## src/rtl/pen_ctrl_pkg.sv

```systemverilog
// Shared types and constants for the pen-lift controller.
//   pen_state_t : sequencer state encoding
//   PEN_UP/DOWN : pen position encoding used on req_pen, pen_status, pen_pos
package pen_ctrl_pkg;

  typedef enum logic [2:0] {
    IDLE  = 3'd0,
    MOVE  = 3'd1,
    DONE  = 3'd2,
    ERROR = 3'd3
  } pen_state_t;

  localparam logic PEN_UP   = 1'b0;
  localparam logic PEN_DOWN = 1'b1;

endpackage

```

## src/rtl/pen_debounce.sv

```systemverilog
// Two-flop synchroniser followed by a stability filter.
// dout only changes after CYCLES consecutive synchronised samples that all
// differ from the current dout; any agreeing sample restarts the count.
// Ports:
//   gclk, grst_n : clock, async active-low reset (dout resets to 0)
//   din          : raw asynchronous input
//   dout         : registered, debounced level
module pen_debounce #(
  parameter int CYCLES = 50_000
) (
  input  logic gclk,
  input  logic grst_n,
  input  logic din,
  output logic dout
);

  localparam int CW = (CYCLES > 1) ? $clog2(CYCLES) : 1;
  localparam logic [CW-1:0] LAST = CW'(CYCLES - 1);

  logic          s1, s2;
  logic [CW-1:0] cnt;

  always_ff @(posedge gclk or negedge grst_n) begin
    if (!grst_n) begin
      s1   <= 1'b0;
      s2   <= 1'b0;
      cnt  <= '0;
      dout <= 1'b0;
    end else begin
      s1 <= din;
      s2 <= s1;
      if (s2 != dout) begin
        // cnt holds the number of differing samples already seen, so the
        // CYCLES-th one is the sample arriving while cnt == CYCLES-1
        if (cnt == LAST) begin
          dout <= s2;
          cnt  <= '0;
        end else begin
          cnt <= cnt + CW'(1);
        end
      end else begin
        cnt <= '0;
      end
    end
  end

endmodule

```

## src/rtl/pen_lift_controller.sv

```systemverilog
// Command-side sequencer for the pen-lift DC motor driver.
// Takes pen up/down commands on a valid/ready handshake, drives the motor
// driver, confirms the move from debounced pen_status and reports done,
// timeout and driver fault.
// Build option: PEN_RETRY_EN -- first timeout of a command retries once
// (1-cycle enable gap, counter restart) instead of erroring.
// Ports:
//   clk_50, reset_n       : clock, async active-low reset
//   req_valid/req_ready   : command handshake; req_pen = target, duty_cfg latched on accept
//   pen_status, fault_n   : asynchronous driver feedback
//   err_clear             : leave ERROR and clear sticky flags
//   motor_enable/duty/set_pen : driver controls
//   pen_pos               : debounced confirmed position
//   busy, done_pulse, timeout_err, fault_err : status to motion core
module pen_lift_controller
  import pen_ctrl_pkg::*;
#(
  parameter int DEBOUNCE_CYCLES = 50_000,
  parameter int TIMEOUT_CYCLES  = 25_000_000,
  parameter int TO_W            = 25
) (
  input  logic        clk_50,
  input  logic        reset_n,
  input  logic        req_valid,
  input  logic        req_pen,
  input  logic [15:0] duty_cfg,
  output logic        req_ready,
  input  logic        pen_status,
  input  logic        fault_n,
  input  logic        err_clear,
  output logic        motor_enable,
  output logic [15:0] motor_duty,
  output logic        motor_set_pen,
  output logic        pen_pos,
  output logic        busy,
  output logic        done_pulse,
  output logic        timeout_err,
  output logic        fault_err
);

  localparam logic [TO_W-1:0] TO_LAST = TO_W'(TIMEOUT_CYCLES - 1);

  pen_state_t      state, state_d;
  logic [TO_W-1:0] cnt, cnt_d;
  logic            fault_s1, fault_s2;
  logic            init_q;
  logic            target;
  logic            pos_db;
  logic            accept, to_set, flt_set, err_clr;
`ifdef PEN_RETRY_EN
  logic            retried, retried_d;
  logic            gap, gap_d;
`endif

  pen_debounce #(.CYCLES(DEBOUNCE_CYCLES)) u_pen_db (
    .gclk   (clk_50),
    .grst_n (reset_n),
    .din    (pen_status),
    .dout   (pos_db)
  );

  // Ready is held off for the first cycle after reset release, and while a
  // synchronised fault is pending so a command is never taken in the same
  // cycle the sequencer is forced into ERROR.
  assign req_ready     = (state == IDLE) & init_q & fault_s2;
  assign accept        = req_valid & req_ready;
  assign busy          = (state == MOVE);
  assign done_pulse    = (state == DONE);
  assign motor_set_pen = target;
  assign pen_pos       = pos_db;
`ifdef PEN_RETRY_EN
  assign motor_enable  = (state == MOVE) & ~gap;
`else
  assign motor_enable  = (state == MOVE);
`endif

  always_comb begin
    state_d = state;
    cnt_d   = '0;
    to_set  = 1'b0;
    flt_set = 1'b0;
    err_clr = 1'b0;
`ifdef PEN_RETRY_EN
    retried_d = retried;
    gap_d     = 1'b0;
`endif
    case (state)
      IDLE: begin
        if (!fault_s2) begin
          state_d = ERROR;
          flt_set = 1'b1;
        end else if (accept) begin
          state_d = (req_pen == pos_db) ? DONE : MOVE;
        end
      end
      MOVE: begin
        // priority: fault, then position match, then timeout
        if (!fault_s2) begin
          state_d = ERROR;
          flt_set = 1'b1;
        end else if (pos_db == target) begin
          state_d = DONE;
`ifdef PEN_RETRY_EN
        end else if (!gap && cnt == TO_LAST) begin
          if (!retried) begin
            retried_d = 1'b1;
            gap_d     = 1'b1;
          end else begin
            state_d = ERROR;
            to_set  = 1'b1;
          end
        end else begin
          // counter stays at 0 through the gap so the retry gets a full window
          cnt_d = gap ? '0 : cnt + TO_W'(1);
        end
`else
        end else if (cnt == TO_LAST) begin
          state_d = ERROR;
          to_set  = 1'b1;
        end else begin
          cnt_d = cnt + TO_W'(1);
        end
`endif
      end
      DONE: begin
        if (!fault_s2) begin
          state_d = ERROR;
          flt_set = 1'b1;
        end else begin
          state_d = IDLE;
        end
      end
      ERROR: begin
        if (err_clear) begin
          state_d = IDLE;
          err_clr = 1'b1;
        end
      end
      default: state_d = IDLE;
    endcase
`ifdef PEN_RETRY_EN
    if (state != MOVE) retried_d = 1'b0;
`endif
  end

  always_ff @(posedge clk_50 or negedge reset_n) begin
    if (!reset_n) begin
      state       <= IDLE;
      cnt         <= '0;
      fault_s1    <= 1'b1;
      fault_s2    <= 1'b1;
      init_q      <= 1'b0;
      target      <= PEN_UP;
      motor_duty  <= '0;
      timeout_err <= 1'b0;
      fault_err   <= 1'b0;
`ifdef PEN_RETRY_EN
      retried     <= 1'b0;
      gap         <= 1'b0;
`endif
    end else begin
      state    <= state_d;
      cnt      <= cnt_d;
      fault_s1 <= fault_n;
      fault_s2 <= fault_s1;
      init_q   <= 1'b1;
      if (accept) begin
        target     <= req_pen;
        motor_duty <= duty_cfg;
      end
      timeout_err <= err_clr ? 1'b0 : (timeout_err | to_set);
      fault_err   <= err_clr ? 1'b0 : (fault_err | flt_set);
`ifdef PEN_RETRY_EN
      retried <= retried_d;
      gap     <= gap_d;
`endif
    end
  end

endmodule

```

## config.mk

```make
export PLATFORM = sky130hd
export DESIGN_NAME = pen_lift_controller
export DESIGN_NICKNAME = d
export VERILOG_FILES = /design/src/rtl/pen_ctrl_pkg.sv /design/src/rtl/pen_debounce.sv /design/src/rtl/pen_lift_controller.sv
export SDC_FILE = /design/constraint.sdc
export NUM_CORES = 1
export LEC_CHECK = 0
export BUFFER_PORTS_ARGS = -buffer_cell sky130_fd_sc_hd__buf_2
export CAP_MARGIN = 15
export CORE_ASPECT_RATIO = 0.9
export CORE_MARGIN = 1
export CORE_UTILIZATION = 40
export CTS_CLUSTER_DIAMETER = 120
export DETAILED_ROUTE_END_ITERATION = 7
export GPL_ROUTABILITY_DRIVEN = 0
export GPL_TIMING_DRIVEN = 0
export PLACE_DENSITY = 0.66
export SETUP_SLACK_MARGIN = 0.1
export SLEW_MARGIN = 20
export SYNTH_ARGS = -nofsm -noshare
export SYNTH_HDL_FRONTEND = slang
export SYNTH_SLANG_ARGS = --single-unit
```

## constraint.sdc

```tcl
create_clock -name clk_50 -period 2.1 [get_ports clk_50]
set_clock_uncertainty 0.2 [all_clocks]
set_input_delay 0.42 -clock clk_50 [delete_from_list [all_inputs] [get_ports clk_50]]
set_output_delay 0.42 -clock clk_50 [all_outputs]
set_load 0.05 [all_outputs]
```

Yosys cells after proc, flatten, opt, wreduce, memory -nomap -nowiden
Cells that the tools add are included.
Widths: inputs -> output; s select.
Storage, ports and cells
  register bits: 69
  logic and storage cells: 60
  input port bits: 23
  output and inout bits: 24
Operators by class
  reduce and logical (&&, ||, !) cells: 4
  add/sub/neg operators: 2
  mux-type cells: 25
  bitwise operators: 5
  equal/unequal tests: 11
Operators by type and width (number)
  $mux 25: 4
  $mux 16: 2
  $add 25x1->25 const B: 1
  $eq 25x25->1 const B: 1
  $mux 3: 6
  $add 16x1->16 const B: 1
  $eq 16x16->1 const B: 1
  $pmux 3 s4: 1
  $mux 1: 10
  $eq 3x2->1 const B: 2
  $mux 2: 2
  $ne 4x2->1 const B: 1
  $and 1x1->1: 3
  $eq 3x1->1 const B: 1
  $logic_not 3->1: 1
  $ne 3x3->1 const B: 1
  $reduce_and 3->1: 1
  $reduce_or 3->1: 1
  $eq 1x1->1: 2
  $ne 2x2->1 const B: 1
  $or 1x1->1: 2
  $reduce_and 2->1: 1
  $ne 1x1->1: 1

Logic depth before layout (Yosys ltp)
  word-level depth: 7
  depth in mapped cells: 7
  depth with buffers taken out: 5

Modules after synthesis
A second synthesis with hierarchy kept.
Unflattened totals
  cells, all modules: 283
  area, all modules: 3271.9 µm²
By module, submodules not included
  pen_lift_controller: times used 1, seq. area each 1228.7 µm², cells each 200, area each 2334.7 µm²
  pen_debounce: times used 1, seq. area each 475.5 µm², cells each 83, area each 937.1 µm²

Least setup slack after synthesis
Ideal clock, no wire load.
  path kind: flip-flop to flip-flop
  start point: reg state[0]
  end point: reg motor_duty[10]
  period minus slack after synthesis: 3675 ps
  cell stages (with the launch flop): 6
  buffers on the path: 2
  arrival time: 3350 ps
  setup slack: -1575 ps
  required time: 1775 ps
  library setup time: 125 ps
  cells stage by stage: dfrtp_1 -> clkbuf_1 -> nor4bb_1 -> nand2_1 -> clkbuf_1 -> mux2_2
On the way
  longest elaborated chain between the ends: 4
Ends and longest elaborated chain
  from (decl): RTL line pen_lift_controller.sv:43  | pen_state_t state, state_d;
  from (signal assigned): RTL line pen_lift_controller.sv:162  | state <= state_d;
  $logic_not 3->1: RTL line pen_lift_controller.sv:65  | assign req_ready = (state == IDLE) & init_q & fault_s2;
  $and 1x1->1 (2 in series): RTL line pen_lift_controller.sv:65
  net req_ready: RTL line pen_lift_controller.sv:27  | output logic req_ready,
  $and 1x1->1: RTL line pen_lift_controller.sv:66  | assign accept = req_valid & req_ready;
  to (signal assigned): RTL line pen_lift_controller.sv:169  | motor_duty <= duty_cfg;
  to (decl): RTL line pen_lift_controller.sv:32  | output logic [15:0] motor_duty,
The timed path passes the listed nets, and every way through them passes these cells.
A chain may end at the register's enable or synchronous reset.

Final worst setup path
  start point: reg cnt[0]
  end point: reg cnt[20]
On the way
  longest elaborated chain between the ends: 5
  elaborated cells on any way between the ends: 6
  those cells by class: 1 x add/sub; 1 x eq/ne; 4 x mux
Ends and longest elaborated chain
  from (decl): RTL line pen_lift_controller.sv:44  | logic [TO_W-1:0] cnt, cnt_d;
  from (signal assigned): RTL line pen_lift_controller.sv:163  | cnt <= cnt_d;
  $add 25x1->25 or $eq 25x25->1 (tied branches): RTL line pen_lift_controller.sv:121, pen_lift_controller.sv:117
  $mux 25 (*): RTL line pen_lift_controller.sv:117  | end else if (cnt == TO_LAST) begin
  $mux 25 (*): RTL line pen_lift_controller.sv:101  | end else if (pos_db == target) begin
  $mux 25 (*): RTL line pen_lift_controller.sv:98  | if (!fault_s2) begin
  $mux 25 (*): RTL line pen_lift_controller.sv:87  | case (state)
  net cnt_d[20]: RTL line pen_lift_controller.sv:44
Mark *: on every way through the listed nets, which the timed path passes. The rest lies on a longest branch.

==> impl.org <==
** Status
- The flow ran to the end, and the final reports show no timing, DRC or antenna violations.

** Placed design
- Buffers placed on the I/O ports in this run total 46.
- HPWL after detailed placement :: 4240 um
- Placed inst area :: 3520 sq um

** Worst setup path
- The endpoint identified for the worst register-to-register timing path is cnt[20].
- Walking the worst path, the cells encountered are ha_4 > nand2_4 > or4_4 > buf_6 > or4_4 > a21oi_2.
- CP arrival :: 2160 ps
- Along the worst path, the maximum fanout reaches 8.
- At the worst endpoint, the required time is roughly 2200 ps.
- Startpoint types :: flip-flop
- Type of the worst setup path :: reg -> reg
- Cell type group with the largest total delay on the critical path :: simple AND/OR/NAND/NOR gates
- Most used cell, CP :: or4_4
- The worst setup path is captured at a flip-flop.
- Counting cells, the worst reg-to-reg path comes to 6.
- Together, buffers and inverters on the worst path number 1.
- The worst register-to-register path has a setup slack of 10 ps.
- Critical path's slowest cell :: or4_4
- Crit-path max cell delay :: around 470 ps
- Reg-to-Reg Start :: cnt[0]

** Logic synthesis
- Of the total synthesized cell area, the portion taken by AND, OR, NAND and NOR gates is 0.200.
- The fraction of the mapped netlist area in compound gates came to 0.0599.
- Total nets after synthesis :: 308
- By area the synthesized netlist is led by dfrtp_1 53%, mux2_2 6.6%, xor2_1 4.3%, xnor2_1 4.0%, nor2_1 3.8%.
- The biggest area contributor in the post-synthesis netlist is dfrtp_1.
- Async SR Flop Fraction :: 1.00
- Synth top area share :: 0.535
- After synthesis, the largest family of logic cells by area is simple AND/OR/NAND/NOR gates.
- Flops & latches, synth :: 68
- In the synthesized netlist, the number of instances is 283.
- Post-synthesis share of cell area spent on xor and xnor gates :: 0.0822
- The Yosys step of the flow raised 0 warnings.
- Distinct cell type count of the synthesized netlist :: 40
- Mapped Avg Cell Area :: 10.9 sq um
- Yosys mapped a number of flops with a built-in enable equal to 0.
- Measured against the total synthesized area, the mux share comes to 0.0689.
- The mapped netlist covers 3090 sq um.
- Synth Area in Adders :: 0.00810
- Primary FF master, synth :: dfrtp_1
- Of the synthesized area, sequential elements account for 0.552.

** Floorplan
- Width of the die :: ~95 um
- From bottom edge to top edge, the die measures ~85 um.
- The core region is 7510 sq um.
- In this run the count of I/O pins placed on the die edge is 47.
- Number of standard-cell rows in the floorplan :: 30
- The initial utilization of the core area, before any placement, comes to 0.412.
- The floorplan step defined a die boundary enclosing 8080 sq um.

** Global route
- The number of global-route vias before repair is 2371.
- For this run, the total global-route usage over all layers was measured as 0.181.
- Pin count of the biggest net entering global routing :: 48
- Overflow left after global routing :: 0
- The initial antenna violation count came to 0.
- Global-route wire length before repair :: 11300 um

** Timing
- Final Setup Violations :: 0
- Final period util :: 0.994
- The number of max-slew violations in the final report is 0.
- Counting I/O delays and the setup requirement, the final critical path takes 2090 ps.
- Worst hold margin :: between 100 and 150 ps
- Setup repair after global routing could not meet its margin everywhere.
- Fmax :: around 480 MHz
- Final Hold Fails :: 0

** Clock tree
- Clock-pin slew was measured on the worst setup and hold paths at 70 ps.
- Clock H-tree levels :: 3
- TritonCTS clock tree :: built
- Clock latency of the later-clocked register in the worst-skew pair :: 340 ps
- The clock passes through at most 2 buffers.
- Clock root cell :: clkbuf_8
- TritonCTS created 9 clock buffers.
- For this design, the sink count on the clock tree is 68.

** Route
- Routed wire length per instance :: 14.1 um
- The first detailed-routing pass ran for 4 iterations.
- Drt drc :: 0
- Via count normalized by instance count :: 5.11
- Overall via count from detail_route :: between 2000 and 2500
- Violation count after the first detailed-route iteration :: 141
- For this block, the routed nets add up to between 6000 and 7000 um of wire.
- In this run the remaining antenna-violating nets after routing total 0.

** Hold path
- Startpoint of the most critical hold path :: duty_cfg[12]
- For hold timing, the worst endpoint is motor_duty[12].
- Worst hold-check path type :: in -> reg
- The worst hold path passes through 2 cells.

** Cells and area
- From synthesis to final layout, the design area changed by 36.7%.
- In the final layout, the share of cells above drive strength 1 is 0.423.
- Commonest cells after routing, fill and taps aside :: 56 x dfrtp_1, 42 x buf_2, 39 x buf_4, 31 x nor2_1, 18 x mux2_2
- Most common cell after layout, fill and taps aside :: dfrtp_1
- In the final design database the tool counted 405 nets.
- The finished cells cover 4220 sq um.
- Filler cell count in the final layout :: between 600 and 700
- Diodes inserted :: 0

** Power
- VDD IR-drop max :: approximately 760 uV
- Power density over cell area :: 990 nW/um^2
- LEAKAGE :: 1.91 nW

** Flow run
- Number of maximum-capacitance violations :: 0
## layout make-up
class / instances / area (sq um) / area share
inverters: 7 / 26.3 / 0.00622
clock inverters: 5 / 60.1 / 0.0142
plain buffers: 13 / 109 / 0.0258
multi-input cells: 194 / 1450 / 0.344
flip-flops and latches: 68 / 1720 / 0.407
clock buffers: 11 / 151 / 0.0359
well taps: 96 / 120 / 0.0285
repair buffers: 87 / 587 / 0.139
## worst max path at each step
stage	slack, ps	depth (start not counted)	startpoint	endpoint
6_report	10	6	cnt[0]	cnt[20]
3_5_place_dp	-290	6	cnt[9]	cnt[8]
3_3_place_gp	-240	7	cnt[0]	cnt[4]
4_1_cts	-30	6	cnt[1]	cnt[20]
5_1_grt	-40	6	cnt[0]	cnt[20]
2_1_floorplan	-210	5	state[0]	motor_duty[10]
## cells in the mapped netlist (2+ instances only)
cell / count
nor4b_1: 3
o31ai_1: 4
nand3_1: 13
dfstp_2: 2
a21oi_1: 12
dfrtp_1: 66
nor4bb_1: 3
inv_1: 7
nor3_1: 5
o21ai_0: 8
and4_1: 5
nand2_1: 14
xnor2_1: 14
clkbuf_1: 10
a31oi_1: 2
ha_1: 2
mux2_2: 18
and3_1: 5
nor2b_1: 2
nand4_2: 2
nor2_1: 31
xor2_1: 15
or3_1: 9
nand4_1: 8
nor4_1: 2
buf_2: 2
or4_1: 6
## layer usage
metal / up-vias / track usage / wire (um)
met4: 0 / 0.0647 / 83
met3: 10 / 0.0538 / 298
met5: - / 0 / 0
met1: 1199 / 0.237 / 3060
met2: 58 / 0.283 / 3340
li1: 1191 / - / -
## stage by stage
stage                     cells  worst slack, ps  power, mW  TNS (ps)  utilization
after floorplan             283             -210       2.64     -3570            -
after global placement      425             -241       2.94     -6290        0.465
after detailed placement    426             -292       2.97     -7230        0.469
after CTS                   466            -31.0       4.16     -49.3        0.539
after global routing        481            -41.0       4.37     -89.7        0.562
final                       481             13.3       4.18         0        0.562
## sequential cells by signal, summed over array words and instances, names as in the netlist, 2 cells and up
register and flops:
state 2, motor_duty 16, cnt 25, u_pen_db.cnt 16
## timing repair
item,in CTS,in global routing
setup endpoints to repair,38,46
hold buffers,3,0
endpoints found under the hold margin,21,0
gates cloned,0,0
setup buffers,22,15
pin swaps,14,19
gates resized for setup,35,21
## report_power, final
part	switching, mW	leakage (nW)	total (mW)	internal [mW]
clock	0.508	0.106	1.12	0.615
combinational	0.974	0.916	1.43	0.456
sequential	0.122	0.887	1.63	1.50
total	1.60	1.91	4.18	2.58
## cell families (layout without fill, tap and decap cells)
logic type	after synthesis	after routing
AOI/OAI and AO/OA	31	31
xor gates and xnor gates	29	29
adders and majority gates	2	2
buffers and inverters	21	123
DFF	68	68
muxes	19	19
other	1	1
and+or+nand+nor	112	112
(Power assumes the default switching activity.)
